===== config.mk =====
export PLATFORM = sky130hd
export DESIGN_NAME = upuart_rx_fifo
export DESIGN_NICKNAME = d
export VERILOG_FILES = /design/src/rtl/upuart_rx_fifo_pkg.sv /design/src/rtl/upuart_fifo_mem.sv /design/src/rtl/upuart_rx_fifo.sv
export SDC_FILE = /design/constraint.sdc
export NUM_CORES = 1
export LEC_CHECK = 0
export ABC_AREA = 0
export BUFFER_PORTS_ARGS = -buffer_cell sky130_fd_sc_hd__buf_2
export CAP_MARGIN = 20
export CELL_PAD_IN_SITES_DETAIL_PLACEMENT = 1
export CELL_PAD_IN_SITES_GLOBAL_PLACEMENT = 2
export CORE_ASPECT_RATIO = 0.6
export CORE_UTILIZATION = 45
export CTS_BUF_LIST = sky130_fd_sc_hd__clkbuf_4
export DETAILED_ROUTE_END_ITERATION = 12
export PLACE_DENSITY_LB_ADDON = 0.1
export RECOVER_POWER = 50
export SLEW_MARGIN = 5
export SYNTH_ARGS = -nofsm -noshare
export SYNTH_HDL_FRONTEND = slang
export SYNTH_SLANG_ARGS = --single-unit

===== constraint.sdc =====
create_clock -name clk -period 4.5 [get_ports clk]
set_clock_uncertainty 0.15 [all_clocks]
set_input_delay 0.675 -clock clk [delete_from_list [all_inputs] [get_ports clk]]
set_output_delay 0.675 -clock clk [all_outputs]
set_load 0.03 [all_outputs]

===== src/rtl/upuart_rx_fifo_pkg.sv =====
// Shared upuart definitions: byte width and receive FIFO sizing.
package upuart_rx_fifo_pkg;

  localparam int unsigned UPUART_DATA_W            = 8;
  localparam int unsigned UPUART_RXFIFO_DEPTH_LOG2 = 4;

endpackage


===== src/rtl/upuart_fifo_mem.sv =====
// Simple storage array: one synchronous write port, one asynchronous read port, no reset.
module upuart_fifo_mem #(
  parameter int unsigned WIDTH  = 8,
  parameter int unsigned ADDR_W = 4
) (
  input  logic              clk,
  input  logic              i_we,
  input  logic [ADDR_W-1:0] i_waddr,
  input  logic [WIDTH-1:0]  i_wdata,
  input  logic [ADDR_W-1:0] i_raddr,
  output logic [WIDTH-1:0]  o_rdata
);

  localparam int unsigned DEPTH = 1 << ADDR_W;

  logic [WIDTH-1:0] r_mem [DEPTH];

  always_ff @(posedge clk) begin
    if (i_we) begin
      r_mem[i_waddr] <= i_wdata;
    end
  end

  assign o_rdata = r_mem[i_raddr];

endmodule


===== src/rtl/upuart_rx_fifo.sv =====
// Receive byte FIFO for the upuart: first-word-fall-through head, sticky overflow flag.
module upuart_rx_fifo
  import upuart_rx_fifo_pkg::*;
#(
  parameter int unsigned DEPTH_LOG2 = UPUART_RXFIFO_DEPTH_LOG2
) (
  input  logic                     clk,
  input  logic                     nrst,
  input  logic [UPUART_DATA_W-1:0] i_data_in,
  input  logic                     i_data_wr,
  input  logic                     i_rd,
  input  logic                     i_flush,
  input  logic                     i_ovf_clr,
  output logic [UPUART_DATA_W-1:0] o_data_out,
  output logic                     o_valid,
  output logic                     o_full,
  output logic [DEPTH_LOG2:0]      o_count,
  output logic                     o_ovf
);

  localparam int unsigned CW    = DEPTH_LOG2 + 1;
  localparam int unsigned DEPTH = 1 << DEPTH_LOG2;

  logic [DEPTH_LOG2-1:0] r_wptr, r_rptr;
  logic [CW-1:0]         r_count;
  logic                  r_ovf;

  logic                  w_full, w_valid;
  logic                  w_pop, w_push, w_ovf_set;
  logic [DEPTH_LOG2-1:0] w_wptr_nxt, w_rptr_nxt;
  logic [CW-1:0]         w_count_nxt;
  logic                  w_ovf_nxt;

  assign w_valid = (r_count != '0);
  assign w_full  = (r_count == CW'(DEPTH));

  // A pop frees a slot in the same cycle, so a write against a full FIFO is accepted alongside rd.
  assign w_pop     = i_rd & w_valid & ~i_flush;
  assign w_push    = i_data_wr & (~w_full | i_rd) & ~i_flush;
  assign w_ovf_set = i_data_wr & w_full & ~i_rd & ~i_flush;

  always_comb begin
    w_wptr_nxt  = r_wptr;
    w_rptr_nxt  = r_rptr;
    w_count_nxt = r_count;
    w_ovf_nxt   = w_ovf_set | (r_ovf & ~i_ovf_clr);
    if (i_flush) begin
      w_wptr_nxt  = '0;
      w_rptr_nxt  = '0;
      w_count_nxt = '0;
    end else begin
      if (w_push) begin
        w_wptr_nxt = r_wptr + 1'b1;
      end
      if (w_pop) begin
        w_rptr_nxt = r_rptr + 1'b1;
      end
      if (w_push && !w_pop) begin
        w_count_nxt = r_count + CW'(1);
      end else if (w_pop && !w_push) begin
        w_count_nxt = r_count - CW'(1);
      end
    end
  end

  always_ff @(posedge clk or negedge nrst) begin
    if (!nrst) begin
      r_wptr  <= '0;
      r_rptr  <= '0;
      r_count <= '0;
      r_ovf   <= 1'b0;
    end else begin
      r_wptr  <= w_wptr_nxt;
      r_rptr  <= w_rptr_nxt;
      r_count <= w_count_nxt;
      r_ovf   <= w_ovf_nxt;
    end
  end

  upuart_fifo_mem #(
    .WIDTH  (UPUART_DATA_W),
    .ADDR_W (DEPTH_LOG2)
  ) u_mem (
    .clk     (clk),
    .i_we    (w_push),
    .i_waddr (r_wptr),
    .i_wdata (i_data_in),
    .i_raddr (r_rptr),
    .o_rdata (o_data_out)
  );

  assign o_valid = w_valid;
  assign o_full  = w_full;
  assign o_count = r_count;
  assign o_ovf   = r_ovf;

endmodule


==> results.tsv, run 1 <==
stage	metric	value	unit
status	status	complete, no violations	
sta	rsz0062_at_grt	false	
logic_synthesis	ys_warn_count	0	
pwr	leakagePower	2.13	nW
clock_tree	cts_sinks	142	
critical_path	crit_required	3.67	ns
pwr	total_power	3.44	mW
cells_and_area	multiInputGateArea	1620	µm²
clock_tree	cts_made_buffers	17	
critical_path	end_kind	output pin	
sta	tns	0	ns
hold_path	holdPathStages	2	
sta	worst_pin_slew	1.20	ns
die	initial_core_util	47.4	%
logic_synthesis	yosysUniqueCellTypes	43	
route	routedWlPerCell	25.2	µm
route	first_pass_iters	5	
hold_path	hold_path_class	in2reg	
clock_tree	tritoncts	done	
route	drt-total-wl	13100	µm
cells_and_area	area_growth	12.4	%
cells_and_area	fillers	1149	
logic_synthesis	synth_top_area_share	65.3	%
critical_path	crit_arrival	2.80	ns
route	via_count	2995	
logic_synthesis	synth_seq_cells	142	
critical_path	rrSetupSlack	1.06	ns
global_routing	grt.overflow.total	0	
clock_tree	root_buffer	clkbuf_4	
cells_and_area	layout-drive-gt1-share	31.2	%
critical_path	worstSetupPathType	reg2out	
placement	numPortBuffers	29	
logic_synthesis	yosys.area.top_type	edfxtp_1	
hold_path	min_from	i_ovf_clr	
placement	gp_congestion	0.815	
logic_synthesis	netlist_instances	301	
hold_path	holdPathEnd	o_ovf$_DFF_PN0_	
clock_tree	clock_latency	0.53	ns
sta	setup_viol	0	
critical_path	reg2regPathDepth	8	
logic_synthesis	syn_area_per_cell	19.6	µm²
die	die_y	90.6	µm
cells_and_area	regArea	4200	µm²
die	die_w	150	µm
global_routing	grt_pass1_vias	3191	
pwr	vdd_drop_max	0.000206	V
clock_tree	cts_max_level	4	
cells_and_area	instances_no_fill	521	
logic_synthesis	syn_nets	325	
cells_and_area	utilization	53.3	%
sta	timing.final.crit_period	3.62	ns
route	drcViolationCount	0	
global_routing	antenna_found_initial	0	
pwr	power.density	521	nW/µm²
placement	placed_cells	488	
global_routing	grt_start_max_net_pins	36	
die	ioPinCount	30	
flow_run	maxCapViolCount	0	
die	die-area	13600	µm²
global_routing	grt_first_pass_wirelength	20000	µm
sta	fin_hold_ws	0.188	ns
die	core-area	12400	µm²
critical_path	cp-start-kind	flop	
sta	drv_slew	0	
logic_synthesis	synthTopCellsByArea	edfxtp_1, mux4_2, dfrtp_1	
logic_synthesis	synth_area	5890	µm²
sta	timing.fmax	276	MHz
sta	layout_worst_path_cycle_share	80.4	%
route	drt-initial-drc-count	211	
sta	max-slew-margin-rel	19.4	%
route	vias_per_cell	5.75	
route	drtAntennaViolNets	0	
placement	dp_hpwl	8310	µm
critical_path	crit_fanout	21	
clock_tree	clk_pin_slew	0.14	ns
logic_synthesis	yosysSeqAreaShare	71.3	%
critical_path	r2r-end	o_count[4]$_DFFE_PN0P_	
critical_path	rr_startpoint	o_count[1]$_DFFE_PN0P_	
clock_tree	cts_setup_buffers	0	
clock_tree	clockBufferDepth	2	
global_routing	grt_use_total	21.5	%
die	rows	31	
sta	hold_viol_final	0	
cells_and_area	fin_nets	367	
cells_and_area	n_antenna_cell	0	
## through the flow
stage	setup slack (ns)	cell area, µm²
floorplan	1.50	5890
global placement	1.44	6270
detailed placement	1.31	6270
CTS	0.810	6630
global route	0.718	6610
finish	0.880	6610
## flip-flops by register name (all words and copies together), names as in the netlist
signal / flops
o_count: 5
o_ovf: 1
r_wptr: 4
r_rptr: 4
u_mem.r_mem: 128
## synthesized netlist by cell type (all sizes together)
cell type / instances
a21oi: 8
a211oi: 1
edfxtp: 128
mux2i: 1
buf: 6
nand3b: 2
fa: 1
nand2b: 1
o311ai: 1
o21a: 3
a31o: 1
nor4: 4
mux4: 40
nor2: 19
clkbuf: 9
or2: 1
and2: 1
nand3: 8
o211ai: 3
o31ai: 1
a31oi: 1
o21ai: 5
a21o: 2
nand2: 7
ha: 9
or3: 2
inv: 7
xor2: 4
o41ai: 1
xnor2: 1
nor3: 2
nand4: 2
or4: 1
a221oi: 2
and3: 1
and4b: 1
dfrtp: 14
## worst max path at each step
stage | startpoint | cells past startpoint | to
2_1_floorplan | o_count[1]$_DFFE_PN0P_ | 9 | o_count[4]$_DFFE_PN0P_
3_3_place_gp | r_rptr[0]$_DFFE_PN0P_ | 4 | o_data_out[2]
3_5_place_dp | o_count[1]$_DFFE_PN0P_ | 8 | o_count[4]$_DFFE_PN0P_
4_1_cts | r_rptr[0]$_DFFE_PN0P_ | 4 | o_data_out[2]
5_1_grt | r_rptr[0]$_DFFE_PN0P_ | 4 | o_data_out[1]
6_report | r_rptr[0]$_DFFE_PN0P_ | 4 | o_data_out[2]
## cells in the final DEF, fill, tap and decap left out, types with 2 or more instances in the layout
cell type	instances
edfxtp_1	128
mux4_2	40
nor2_1	19
buf_2	19
clkbuf_4	18
dfrtp_1	13
clkbuf_1	10
ha_1	9
a21oi_1	8
inv_1	7
nand3_1	7
nand2_1	7
buf_4	7
bufinv_16	5
o21ai_0	4
xor2_1	4
nor4_4	3
o21a_1	3
clkinv_4	3
nand3b_2	2
nor3_1	2
o211ai_2	2
a21o_1	2
a221oi_1	2
nand4_1	2
inv_6	2
clkinv_1	2
## worst max-delay path, cell delays in order (launching register included)
cell and delay [ns]:
dfrtp_2 0.74, buf_12 0.28, mux4_2 0.54, mux4_2 0.49, buf_2 0.20
## final cells by class
| cell class | instances | area share [%] |
|---|---|---|
| repair buffers | 38 | 3.25 |
| clock buffers | 18 | 2.04 |
| flip-flops and latches | 142 | 63.4 |
| inverters | 7 | 0.397 |
| well taps | 165 | 3.12 |
| clock inverters | 14 | 3.24 |
| multi-input cells | 137 | 24.5 |
## cells by family after synthesis
logic type               after synthesis  share of synthesized area [%]
AO/OA/AOI/OAI                         29                           3.64
XOR/XNOR                               5                          0.744
adder cells (fa/ha/maj)               10                           2.25
buffers and inverters                 22                           1.93
flip-flops                           142                           71.3
multiplexers                          41                           15.5
AND/OR/NAND/NOR                       52                           4.70
## where the power goes
group          total [mW]  leakage [nW]  switching (mW)  internal [mW]
clock               0.974         0.182           0.469          0.505
sequential           1.56          1.34          0.0864           1.48
combinational       0.905         0.610           0.503          0.401
## layer usage
metal  up-vias  GRT usage (%)  wire (µm)
li1       1322              -          -
met1      1580           33.2       6260
met2        89           30.7       5870
met3         4           4.39        945
met4         0           6.29         44
met5         -              0          0
## timing repair
item | CTS | global route
hold buffers | 1 | 0
endpoints found under the hold margin | 14 | 0
resized for setup | 0 | 0
setup endpoints to repair | 0 | 0
Note: power is estimated with default switching activity, not from simulation.
==> run 2, diff against run 1 <==
==> constraint.sdc (replaced) <==
create_clock -name clk -period 3.5 [get_ports clk]
set_clock_uncertainty 0.15 [all_clocks]
set_input_delay 0.525 -clock clk [delete_from_list [all_inputs] [get_ports clk]]
set_output_delay 0.525 -clock clk [all_outputs]
set_load 0.03 [all_outputs]
==> results.tsv, run 2 (synthesis gave the netlist of run 1 again) <==
stage	metric	value	unit
critical_path	crit_fanout	10	
cells_and_area	final_common_cell	edfxtp_1	
route	routedWlPerCell	25.9	µm
critical_path	crit_required	2.82	ns
pwr	internal_power	2.81	mW
critical_path	crit_slowest_cell	dfrtp_2	
critical_path	crit_arrival	2.67	ns
cells_and_area	n_antenna_cell	0	
pwr	p_clk_share	24.4	%
critical_path	worstSetupPathType	reg2out	
pwr	power.density	643	nW/µm²
clock_tree	clk_pin_slew	0.14	ns
placement	gp_congestion	0.838	
die	die_w	150	µm
die	die_y	90.6	µm
die	die-area	13600	µm²
critical_path	end_kind	output pin	
route	vias_per_cell	5.76	
global_routing	grt_start_max_net_pins	36	
hold_path	holdPathStages	3	
global_routing	grt_use_met1	35.0	%
route	via_count	3051	
sta	worst_pin_slew	1.02	ns
die	ioPinCount	30	
cells_and_area	largest-register	u_mem.r_mem	
critical_path	cp_common_cell	mux4_2	
clock_tree	cts_made_buffers	17	
global_routing	grt_use_met3	4.75	%
global_routing	grt_pass1_vias	3237	
global_routing	antenna_found_initial	0	
route	drcViolationCount	0	
global_routing	grt.overflow.total	0	
cells_and_area	final_cell_mix	edfxtp_1, mux4_2, nor2_1, clkbuf_4	
hold_path	hold_path_class	in2reg	
pwr	leakagePower	2.12	nW
cells_and_area	layout-drive-gt1-share	32.3	%
placement	numPortBuffers	29	
clock_tree	clockBufferDepth	2	
clock_tree	root_buffer	clkbuf_4	
cells_and_area	fillers	1142	
global_routing	use_met2	31.6	%
pwr	p_switching	1.45	mW
global_routing	grt_first_pass_wirelength	20700	µm
route	first_pass_iters	4	
flow_run	maxCapViolCount	0	
die	core-area	12400	µm²
sta	hold_viol_final	0	
cells_and_area	final_area	6620	µm²
global_routing	grt_use_total	22.4	%
pwr	pwr-share-seq	46.9	%
clock_tree	clock_latency	0.52	ns
sta	tns	0	ns
status	status	complete, no violations	
clock_tree	tritoncts	done	
cells_and_area	fin_nets	376	
pwr	total_power	4.26	mW
route	drt-initial-drc-count	284	
global_routing	grt_busiest_layer	met1	
placement	dp_hpwl	8940	µm
placement	placed_cell_area	6340	µm²
clock_tree	cts_max_level	4	
sta	timing.fmax	299	MHz
cells_and_area	multiInputGateArea	1640	µm²
die	rows	31	
die	initial_core_util	47.4	%
critical_path	reg2regPathDepth	8	
critical_path	cp-start-kind	flop	
pwr	comb_power_share	28.7	%
sta	setup_viol	0	
route	drt-total-wl	13700	µm
sta	layout_worst_path_cycle_share	95.4	%
cells_and_area	largest_register_ffs	128	
route	drtAntennaViolNets	0	
clock_tree	cts_sinks	142	
critical_path	slowest_delay	0.61	ns
cells_and_area	utilization	53.4	%
critical_path	rrSetupSlack	0.26	ns
sta	timing.final.crit_period	3.34	ns
sta	rsz0062_at_grt	false	
sta	max-slew-margin-rel	31.6	%
sta	drv_slew	0	
pwr	vdd_drop_max	0.000239	V
critical_path	crit_chain	buf_4 > mux4_2 > mux4_2 > buf_2	
cells_and_area	regArea	4200	µm²
cells_and_area	area_growth	12.5	%
pwr	switching_share	34.1	%
==> run 2: changes by cell type in the layout (fill, tap and decap cells not counted), sizes merged <==
cell and delta:
dlygate4sd3 +1, inv +7, clkinvlp +2, clkbuf +4, bufinv -4, clkinv -4
buf +3
==> run 2: repair_timing <==
action                                 in CTS  in global routing
hold buffers                                2                  0
gates resized for setup                     0                  1
setup endpoints to repair                   0                  1
setup buffers                               0                  0
endpoints found under the hold margin      15                  0
==> run 2: routing by layer <==
layer / wire length (µm) / up-vias
met5: 0 / -
met4: 107 / 0
met3: 743 / 7
met1: 6730 / 1625
met2: 6130 / 81
li1: - / 1338
==> run 2: through the flow <==
stage	hold WS, ns	cells	setup slack [ns]
after global placement	0.313	496	0.500
after CTS	0.122	530	0.0790
after global routing	0.144	530	0.0155
after floorplan	0.0794	301	0.497
after detailed placement	0.318	496	0.294
final	0.183	530	0.160
==> run 2: worst max-delay path: cells and delay by family, from the launching register on <==
kind | cells | cell delay (ns)
buffers and inverters | 2 | 0.48
muxes | 2 | 1.05
DFF | 1 | 0.61
==> run 2: final cells by class <==
class	instances	share of cell area [%]
clock buffer	17	1.93
clock inverter	15	2.25
inverter	7	0.397
multi-input combinational	137	24.8
sequential	142	63.3
tap	165	3.12
timing repair buffer	47	4.18
==> run 2: power by group through the flow <==
stage / Clock (mW) / Combinational [mW] / Sequential, mW
4_1_cts: 1.07 / 1.24 / 2.00
3_5_place_dp: 0 / 1.23 / 2.04
2_1_floorplan: 0 / 0.915 / 2.03
5_1_grt: 1.13 / 1.32 / 2.01
6_report: 1.04 / 1.22 / 2.00
3_3_place_gp: 0 / 1.21 / 2.03
==> run 2: final timing paths <==
| kind | startpoint | to |
|---|---|---|
| max in group asynchronous | nrst | r_rptr[0]$_DFFE_PN0P_ |
| min in group asynchronous | nrst | r_wptr[1]$_DFFE_PN0P_ |
| setup / recovery | r_rptr[0]$_DFFE_PN0P_ | o_data_out[0] |
| hold / removal | i_data_wr | r_wptr[1]$_DFFE_PN0P_ |
| hold reg to reg | o_ovf$_DFF_PN0_ | o_ovf$_DFF_PN0_ |
| setup reg to reg | o_count[1]$_DFFE_PN0P_ | o_count[3]$_DFFE_PN0P_ |
==> run 3, diff against run 2 <==
--- a/config.mk
+++ b/config.mk
@@ -6,7 +6,6 @@
 export NUM_CORES = 1
 export LEC_CHECK = 0
 export ABC_AREA = 0
-export BUFFER_PORTS_ARGS = -buffer_cell sky130_fd_sc_hd__buf_2
 export CAP_MARGIN = 20
 export CELL_PAD_IN_SITES_DETAIL_PLACEMENT = 1
 export CELL_PAD_IN_SITES_GLOBAL_PLACEMENT = 2
@@ -14,6 +13,7 @@
 export CORE_UTILIZATION = 45
 export CTS_BUF_LIST = sky130_fd_sc_hd__clkbuf_4
 export DETAILED_ROUTE_END_ITERATION = 12
+export DONT_BUFFER_PORTS = 1
 export PLACE_DENSITY_LB_ADDON = 0.1
 export RECOVER_POWER = 50
 export SLEW_MARGIN = 5
==> results.tsv, run 3 (synthesis gave the netlist of run 1 again) <==
stage	metric	value	unit
global_routing	grt.overflow.total	0	
cells_and_area	largest-register	u_mem.r_mem	
cells_and_area	final_cell_mix	edfxtp_1, mux4_2, nor2_1, clkbuf_4, buf_4	
sta	timing.final.crit_period	3.30	ns
route	drcViolationCount	0	
cells_and_area	layout-drive-gt1-share	29.8	%
global_routing	grt_use_total	22.8	%
route	vias_per_cell	5.91	
critical_path	cp-start-kind	flop	
critical_path	crit_fanout	28	
sta	drv_slew	0	
route	dr_wl_met3	943	µm
critical_path	worstSetupPathType	reg2out	
sta	max-slew-margin-rel	41.1	%
die	die_y	90.6	µm
route	wl_met2	5620	µm
global_routing	grt_pass1_vias	3181	
clock_tree	cts_made_buffers	17	
cells_and_area	n_antenna_cell	0	
global_routing	grt_start_max_net_pins	36	
sta	setup_viol	0	
placement	dp_hpwl	8960	µm
pwr	power.density	688	nW/µm²
status	status	complete, no violations	
die	core-area	12400	µm²
global_routing	antenna_found_initial	1	
flow_run	maxCapViolCount	0	
route	first_pass_iters	4	
placement	dp_slack	0.395	ns
hold_path	hold_path_class	in2reg	
sta	fin_hold_ws	0.0729	ns
critical_path	end_kind	output pin	
critical_path	crit_required	2.82	ns
pwr	vdd_drop_max	0.000277	V
route	drt-total-wl	13900	µm
sta	layout_worst_path_cycle_share	94.3	%
placement	gp_congestion	0.819	
route	routed.top_layer	met5	
die	rows	31	
sta	rsz0062_at_grt	false	
sta	tns	0	ns
die	die-area	13600	µm²
die	initial_core_util	47.4	%
clock_tree	clk_pin_slew	0.11	ns
placement	placed_cell_area	6210	µm²
route	wl_met1	7090	µm
cells_and_area	area_growth	14.0	%
critical_path	crit_arrival	2.62	ns
placement	numPortBuffers	0	
sta	hold_viol_final	0	
cells_and_area	final_common_cell	edfxtp_1	
global_routing	grt_first_pass_wirelength	21100	µm
sta	timing.fmax	303	MHz
cells_and_area	instances_no_fill	517	
clock_tree	clock_latency	0.54	ns
sta	worst_pin_slew	0.880	ns
sta	worst_slack	0.200	ns
clock_tree	cts_max_level	4	
cells_and_area	final_area	6710	µm²
cells_and_area	largest_register_ffs	128	
pwr	leakagePower	2.17	nW
clock_tree	clockBufferDepth	2	
route	routedWlPerCell	26.8	µm
clock_tree	tritoncts	done	
die	die_w	150	µm
cells_and_area	fin_nets	363	
route	via_count	3054	
clock_tree	root_buffer	clkbuf_4	
route	drtAntennaViolNets	0	
placement	placed_cells	473	
route	drt-initial-drc-count	273	
die	ioPinCount	30	
clock_tree	cts_sinks	142	
## run 3: through the flow
stage / utilization [%] / total power [mW]
after floorplan: - / 2.94
after global placement: 50.0 / 3.21
after detailed placement: 50.0 / 3.24
after CTS: 54.2 / 4.67
after global routing: 54.1 / 4.80
final: 54.1 / 4.61
## run 3: what timing repair did
action                                 in CTS  in global routing
gates resized for setup                     0                  0
setup buffers                               0                  0
hold buffers                               12                  0
endpoints found under the hold margin     152                  0
## run 3: final cells by class
class / count / area [µm²]
clock buffers: 18 / 135
clock inverters: 14 / 262
fillers: 1143 / 5700
inverters: 7 / 26.3
multi-input cells: 137 / 1600
flip-flops and latches: 142 / 4200
well taps: 165 / 206
repair buffers: 34 / 283
## run 3: layer usage
layer	track usage (%)	up-vias
met1	38.5	1637
met5	0	-
met4	8.59	2
met2	28.4	86
met3	4.49	17
li1	-	1312
## run 3: where the power goes
part,internal (mW),total (mW),switching [mW]
clock network,0.793,1.40,0.608
logic,0.500,1.25,0.750
registers,1.90,1.96,0.0631
## run 3: critical path, cell delays in order, from the launching register on
cell and delay [ns]:
dfrtp_2 0.57, buf_12 0.29, mux4_2 0.59, mux4_2 0.61
## run 3: final timing paths
kind	slack [ns]	cells past startpoint	endpoint	start
min in group asynchronous	0.35	1	r_wptr[2]$_DFFE_PN0P_	nrst
setup reg to reg	0.36	8	o_count[4]$_DFFE_PN0P_	o_count[1]$_DFFE_PN0P_
setup / recovery	0.20	3	o_data_out[6]	r_rptr[0]$_DFFE_PN0P_
hold / removal	0.07	2	r_rptr[3]$_DFFE_PN0P_	i_flush
max in group asynchronous	2.28	1	r_rptr[0]$_DFFE_PN0P_	nrst
hold reg to reg	0.47	2	r_wptr[1]$_DFFE_PN0P_	r_wptr[1]$_DFFE_PN0P_
